--- src/rtl/riscv_decode_issue.sv ---
// Decode/issue stage for the RV32I lab core.
// Decodes the instruction word and holds the result in a decode/execute
// register with a valid/ready handshake. A writeback scoreboard detects
// RAW hazards and either stalls issue or selects forwarding sources.
module riscv_decode_issue #(
    parameter int unsigned XLEN      = 32,
    parameter int unsigned WB_LAT    = 2,
    parameter bit          FORWARD   = 1'b1,
    parameter int unsigned NUM_IO    = 2,
    parameter logic [11:0] IO_IN_CSR = 12'hF00
) (
    input  logic              clk,
    input  logic              rst_n,
    input  logic              instr_valid,
    input  logic [31:0]       instr,
    output logic              instr_ready,
    input  logic              ex_ready,
    input  logic              flush,
    output logic              ex_valid,
    output logic [3:0]        ex_aluop,
    output logic              ex_alusrc,
    output logic              ex_regwrite,
    output logic [1:0]        ex_regsel,
    output logic [4:0]        ex_rd,
    output logic [4:0]        ex_rs1,
    output logic [4:0]        ex_rs2,
    output logic [XLEN-1:0]   ex_imm,
    output logic [NUM_IO-1:0] ex_gpio_we,
    output logic [1:0]        ex_fwd_rs1,
    output logic [1:0]        ex_fwd_rs2,
    output logic              ex_illegal
);

    localparam logic [6:0] OP_R   = 7'b0110011;
    localparam logic [6:0] OP_I   = 7'b0010011;
    localparam logic [6:0] OP_LUI = 7'b0110111;
    localparam logic [6:0] OP_SYS = 7'b1110011;

    typedef struct packed {
        logic              illegal;
        logic [3:0]        aluop;
        logic              alusrc;
        logic              regwrite;
        logic [1:0]        regsel;
        logic [4:0]        rd;
        logic [4:0]        rs1;
        logic [4:0]        rs2;
        logic [XLEN-1:0]   imm;
        logic [NUM_IO-1:0] gpio_we;
        logic [1:0]        fwd_rs1;
        logic [1:0]        fwd_rs2;
    } ex_t;

    logic [6:0]  opcode;
    logic [2:0]  funct3;
    logic [6:0]  funct7;
    logic [11:0] csr;

    assign opcode = instr[6:0];
    assign funct3 = instr[14:12];
    assign funct7 = instr[31:25];
    assign csr    = instr[31:20];

    ex_t  dec;
    ex_t  ex_q;
    logic ex_valid_q;
    logic alive_q;
    logic use_rs1;
    logic use_rs2;
    logic csr_hit;

    logic [WB_LAT-1:0]      sb_valid_q;
    logic [WB_LAT-1:0][4:0] sb_rd_q;

    logic       hit_rs1;
    logic       hit_rs2;
    logic [1:0] fwd_rs1;
    logic [1:0] fwd_rs2;
    logic       stall;
    logic       accept;

    // Instruction decode into control fields and rs-used flags.
    always_comb begin
        // NOTE: every field gets a default first so no path leaves a latch behind.
        dec     = '0;
        use_rs1 = 1'b0;
        use_rs2 = 1'b0;
        csr_hit = 1'b0;
        dec.rd  = instr[11:7];
        dec.rs1 = instr[19:15];
        dec.rs2 = instr[24:20];
        case (opcode)
            OP_R: begin
                dec.regwrite = 1'b1;
                dec.regsel   = 2'b10;
                use_rs1      = 1'b1;
                use_rs2      = 1'b1;
                case (funct7)
                    7'b0000000: dec.aluop = {1'b0, funct3};
                    7'b0100000: begin
                        if (funct3 == 3'b000)      dec.aluop = 4'b1000;
                        else if (funct3 == 3'b101) dec.aluop = 4'b1101;
                        else                       dec.illegal = 1'b1;
                    end
                    7'b0000001: begin
                        case (funct3)
                            3'b000:  dec.aluop = 4'b1001;
                            3'b001:  dec.aluop = 4'b1010;
                            3'b011:  dec.aluop = 4'b1011;
                            default: dec.illegal = 1'b1;
                        endcase
                    end
                    default: dec.illegal = 1'b1;
                endcase
            end
            OP_I: begin
                dec.alusrc   = 1'b1;
                dec.regwrite = 1'b1;
                dec.regsel   = 2'b10;
                dec.imm      = XLEN'(signed'(instr[31:20]));
                use_rs1      = 1'b1;
                case (funct3)
                    3'b001: begin
                        if (funct7 == 7'b0000000) dec.aluop = 4'b0001;
                        else                      dec.illegal = 1'b1;
                    end
                    3'b101: begin
                        if (funct7 == 7'b0000000)      dec.aluop = 4'b0101;
                        else if (funct7 == 7'b0100000) dec.aluop = 4'b1101;
                        else                           dec.illegal = 1'b1;
                    end
                    default: dec.aluop = {1'b0, funct3};
                endcase
            end
            OP_LUI: begin
                dec.regwrite = 1'b1;
                dec.regsel   = 2'b01;
                dec.imm      = XLEN'(signed'({instr[31:12], 12'b0}));
            end
            OP_SYS: begin
                if (funct3 == 3'b001) begin
                    use_rs1 = 1'b1;
                    if (csr == IO_IN_CSR) begin
                        dec.regwrite = 1'b1;
                        csr_hit      = 1'b1;
                    end
                    for (int k = 0; k < int'(NUM_IO); k++) begin
                        if (csr == 12'hF02 + 12'(2 * k)) begin
                            dec.gpio_we[k] = 1'b1;
                            dec.regwrite   = 1'b1;
                            csr_hit        = 1'b1;
                        end
                    end
                    if (!csr_hit) dec.illegal = 1'b1;
                end else begin
                    dec.illegal = 1'b1;
                end
            end
            default: dec.illegal = 1'b1;
        endcase
        // Illegal encodings issue with no side effects and no operand use.
        if (dec.illegal) begin
            dec.aluop    = '0;
            dec.alusrc   = 1'b0;
            dec.regwrite = 1'b0;
            dec.regsel   = '0;
            dec.imm      = '0;
            dec.gpio_we  = '0;
            use_rs1      = 1'b0;
            use_rs2      = 1'b0;
        end
        if (dec.rd == 5'd0) dec.regwrite = 1'b0;
    end

    // RAW hazard lookup; scanning oldest to youngest lets the youngest match win.
    always_comb begin
        hit_rs1 = 1'b0;
        hit_rs2 = 1'b0;
        fwd_rs1 = 2'b00;
        fwd_rs2 = 2'b00;
        for (int i = int'(WB_LAT) - 1; i >= 0; i--) begin
            if (use_rs1 && dec.rs1 != 5'd0 && sb_valid_q[i] && sb_rd_q[i] == dec.rs1) begin
                hit_rs1 = 1'b1;
                fwd_rs1 = 2'(i + 1);
            end
            if (use_rs2 && dec.rs2 != 5'd0 && sb_valid_q[i] && sb_rd_q[i] == dec.rs2) begin
                hit_rs2 = 1'b1;
                fwd_rs2 = 2'(i + 1);
            end
        end
        if (!FORWARD) begin
            fwd_rs1 = 2'b00;
            fwd_rs2 = 2'b00;
        end
    end

    assign stall       = !FORWARD && (hit_rs1 || hit_rs2);
    assign instr_ready = alive_q && ex_ready && !flush && !stall;
    assign accept      = instr_valid && instr_ready;

    // Decode/execute register and scoreboard shift; flush beats issue and hold.
    always_ff @(posedge clk or negedge rst_n) begin
        // NOTE: sequential state uses non-blocking assignments only, so every
        // register samples the pre-edge value of its neighbours.
        if (!rst_n) begin
            ex_q       <= '0;
            ex_valid_q <= 1'b0;
            alive_q    <= 1'b0;
            sb_valid_q <= '0;
            sb_rd_q    <= '0;
        end else begin
            alive_q <= 1'b1;
            if (flush) begin
                ex_q       <= '0;
                ex_valid_q <= 1'b0;
                sb_valid_q <= '0;
            end else if (ex_ready) begin
                ex_valid_q <= accept;
                if (accept) begin
                    ex_q         <= dec;
                    ex_q.fwd_rs1 <= fwd_rs1;
                    ex_q.fwd_rs2 <= fwd_rs2;
                end else begin
                    ex_q <= '0;
                end
                for (int i = int'(WB_LAT) - 1; i > 0; i--) begin
                    sb_valid_q[i] <= sb_valid_q[i-1];
                    sb_rd_q[i]    <= sb_rd_q[i-1];
                end
                sb_valid_q[0] <= accept && dec.regwrite;
                sb_rd_q[0]    <= dec.rd;
            end
        end
    end

    assign ex_valid    = ex_valid_q;
    assign ex_aluop    = ex_q.aluop;
    assign ex_alusrc   = ex_q.alusrc;
    assign ex_regwrite = ex_q.regwrite;
    assign ex_regsel   = ex_q.regsel;
    assign ex_rd       = ex_q.rd;
    assign ex_rs1      = ex_q.rs1;
    assign ex_rs2      = ex_q.rs2;
    assign ex_imm      = ex_q.imm;
    assign ex_gpio_we  = ex_q.gpio_we;
    assign ex_fwd_rs1  = ex_q.fwd_rs1;
    assign ex_fwd_rs2  = ex_q.fwd_rs2;
    assign ex_illegal  = ex_q.illegal;

endmodule

--- config.mk ---
export PLATFORM = sky130hd
export DESIGN_NAME = riscv_decode_issue
export DESIGN_NICKNAME = d
export VERILOG_FILES = /design/src/rtl/riscv_decode_issue.sv
export SDC_FILE = /design/constraint.sdc
export NUM_CORES = 1
export LEC_CHECK = 0
export ABC_AREA = 1
export ABC_CLOCK_PERIOD_IN_PS = 1200
export BUFFER_PORTS_ARGS = -buffer_cell sky130_fd_sc_hd__clkbuf_2
export CAP_MARGIN = 30
export CORE_MARGIN = 2
export CORE_UTILIZATION = 50
export CTS_BUF_LIST = sky130_fd_sc_hd__clkbuf_2 sky130_fd_sc_hd__clkbuf_4 sky130_fd_sc_hd__clkbuf_8
export DETAILED_ROUTE_END_ITERATION = 6
export PLACE_DENSITY = 0.8
export SLEW_MARGIN = 20
export SYNTH_ARGS = -nofsm -noshare
export SYNTH_HDL_FRONTEND = slang
export SYNTH_SLANG_ARGS = --single-unit
--- constraint.sdc ---
create_clock -name clk -period 1.2 [get_ports clk]
set_input_delay 0.12 -clock clk [delete_from_list [all_inputs] [get_ports clk]]
set_output_delay 0.12 -clock clk [all_outputs]
set_load 0.1 [all_outputs]
==> run metrics <==
Syn Area/Cell 7.799 sq um; # diodes 0; Post-Syn Nets 538; Die ar. 0.008538 sq mm; drt pass-1 iters 7; Netlist cell types 29; CTS Buf Count 9; overall power 5.973 mW; Critical Path AT 1.86 ns; Yosys reg bits 75; Iter 0 DRT Violations 997; gpl congestion 0.9858; routed vias 5013; nets@finish 711; H-tree Lvls 3; CP peak stage delay 0.22 ns; worst min path class input pin to register; Top delay family on crit path simple AND/OR/NAND/NOR gates; clk buf depth 2; maximum VDD drop 0.0008947 V; Seq/Total Area, Yosys 48.03%; LEAKAGE 3.281 nW; dpl hpwl 9561 um; dpl cell area 0.005988 sq mm; worst clock skew 0.004267 ns; Mapped Cells 501; number of global-route vias before repair 4608; Synth Warn # 0; CP Class input pin to register; Initial Utilization 51.10%; post-route ant nets 0; crit start category input pin; fraction of layout cells with a size suffix above 1 41.68%; Fillers 319; worst-path fanout max 7; Post-Syn Area 0.003907 sq mm; setup_tns -11.62 ns; minimum clock period 1.563 ns; IO Pins 101; status finished with violations; largest net degree at the start of global routing 50; worst-skew pair later-pin latency 0.36 ns; Reg clk slew, reported paths 0.08 ns; Max Cap Violations 0; dpl ws -0.3937 ns; Worst path most repeated cell nand2_1; PD cells 911.9 mW/mm^2; fin crit share 130.2%; Die Wd 92.40 um; GRT overflow 0; Routed WL per cell 21.99 um; chip height 92.40 um; Final Setup Violations 47; failing checks design-rule violations, negative setup slack; vias per std cell 6.419; Core Footprint 0.007647 sq mm; initial antenna violation count 0; DRC errors left 26; maximum clock rate 640.0 MHz; Multi-input gate area 0.001992 sq mm; final setup margin -0.3626 ns; Area Growth Syn to Fin 67.63%; std cell rows 32; critical path, cell by cell clkbuf_2, inv_1, nand2_1, nor2_1, nand2_2, inv_2, nor2_2, nand2_1, nand2_4, nor2_8, buf_4, nand4_1, nand2_1; clk sinks 75; max-slew violation count 0; CP endpoint kind register; cell area after layout 0.006550 sq mm; worst path required time 1.50 ns; TritonCTS clock tree yes; port buffer count 100; GR Util All Layers 32.99%; Hold Fails Final Rpt 0; first-pass GRT wire length 22180 um; Detailed Route WL 17170 um; setup repair after global routing missed its margin true; slowest stage cell on the critical path nor2_1; CP Buf/Inv Count 4; storage element area 0.001879 sq mm; Root Driver clkbuf_8
==> cell families after synthesis <==
kind of cell / after synthesis / share of synthesized area [%]
compound gates: 61 / 8.230
xor+xnor: 2 / 0.4484
buf+inv: 66 / 7.141
flops: 75 / 48.03
other cells: 1 / 0.09597
simple gates: 296 / 36.06
==> Yosys cell counts (all sizes together) <==
master  count  area (sq um)
a21oi       6         30.03
a22oi       1         7.510
buf         9         65.06
clkbuf     10         37.54
conb        1         3.750
dfrtp      75          1877
inv        47         176.4
nand2     174         665.6
nand3      39         307.8
nand4      22         137.6
nor2       50         239.0
nor3        8         40.04
o211ai      1         7.510
o21ai      48         240.2
o221ai      2         17.52
o22ai       3         18.77
or2         3         18.77
xnor2       2         17.52
==> power breakdown <==
group | total [mW] | internal, mW | switching, mW
sequential | 2.68 | 2.59 | 0.0873
combinational | 1.05 | 0.372 | 0.680
clock | 2.24 | 1.28 | 0.967
total | 5.97 | 4.24 | 1.73
==> worst paths after layout <==
path                                  to  cells after the start  slack [ns]        from
max in group asynchronous      ex_imm[7]                      3        0.50       rst_n
setup / recovery               ex_imm[9]                     13       -0.36    instr[3]
min in group asynchronous       ex_rd[0]                      2        0.15       rst_n
hold / removal                  ex_rd[3]                      3        0.04   instr[10]
setup reg to reg           ex_fwd_rs2[1]                      8       -0.27  sb_rd_q[5]
hold reg to reg                ex_imm[6]                      2        0.56   ex_imm[6]
==> registers in the layout, summed over array words and instances, names as in the netlist <==
| register | flops |
|---|---|
| alive_q | 1 |
| ex_valid | 1 |
| ex_alusrc | 1 |
| ex_rd | 5 |
| ex_gpio_we | 2 |
| ex_rs2 | 5 |
| ex_regsel | 2 |
| ex_imm | 32 |
| ex_illegal | 1 |
| ex_rs1 | 5 |
| ex_aluop | 4 |
| sb_rd_q | 10 |
| ex_fwd_rs1 | 2 |
| ex_fwd_rs2 | 2 |
| sb_valid_q | 2 |
==> cells in the final DEF (no fill, tap or decap), types with 22 or more instances in the layout <==
master / synthesis / final
buf_12: 0 / 70
buf_4: 1 / 67
clkbuf_2: 0 / 32
dfrtp_1: 75 / 73
inv_1: 44 / 39
nand2_1: 171 / 149
nand4_1: 22 / 22
nor2_1: 41 / 30
o21ai_0: 48 / 34
==> metrics by stage <==
step / util, % / std cells / hold WS [ns]
detailed placement: 78.31 / 748 / -0.003842
global route: 85.65 / 781 / 0.04734
global placement: 78.31 / 748 / -0.01193
CTS: 82.40 / 770 / 0.03584
floorplan: - / 501 / -0.1756
finish: 85.65 / 781 / 0.03708
==> layer usage <==
metal	wire length, um	vias up	track usage, %	share of wire [%]
met3	2216	205	7.648	13
li1	-	1969	-	-
met1	5468	2264	39.52	32
met5	0	-	0	0
met2	7857	575	54.01	46
met4	1630	0	20.02	9.5
==> worst register-to-register path, cell delays in order (launching register included) <==
cell,delay (ns)
dfrtp_1,0.45
inv_1,0.14
a21oi_1,0.19
nand2_1,0.11
nor2_1,0.14
nand2_1,0.07
nor2_1,0.10
nand2_1,0.08
o21ai_1,0.13
==> area by class of cell <==
class	count	area share, %
timing repair buffer	178	32.76
clock inverter	4	1.127
multi-input combinational	363	30.41
tap	102	1.948
sequential	75	28.69
clock buffer	12	2.330
inverter	47	2.732
==> timing repair <==
action | CTS | global route
buffers inserted | 4 | 9
pin swaps | 7 | 11
gates cloned | 1 | 2
hold buffers | 1 | 0
hold endpoints to repair | 75 | 0
endpoints found under the setup margin | 63 | 54
resized for setup | 11 | 59
No activity file was read; power rests on OpenSTA's default activity.
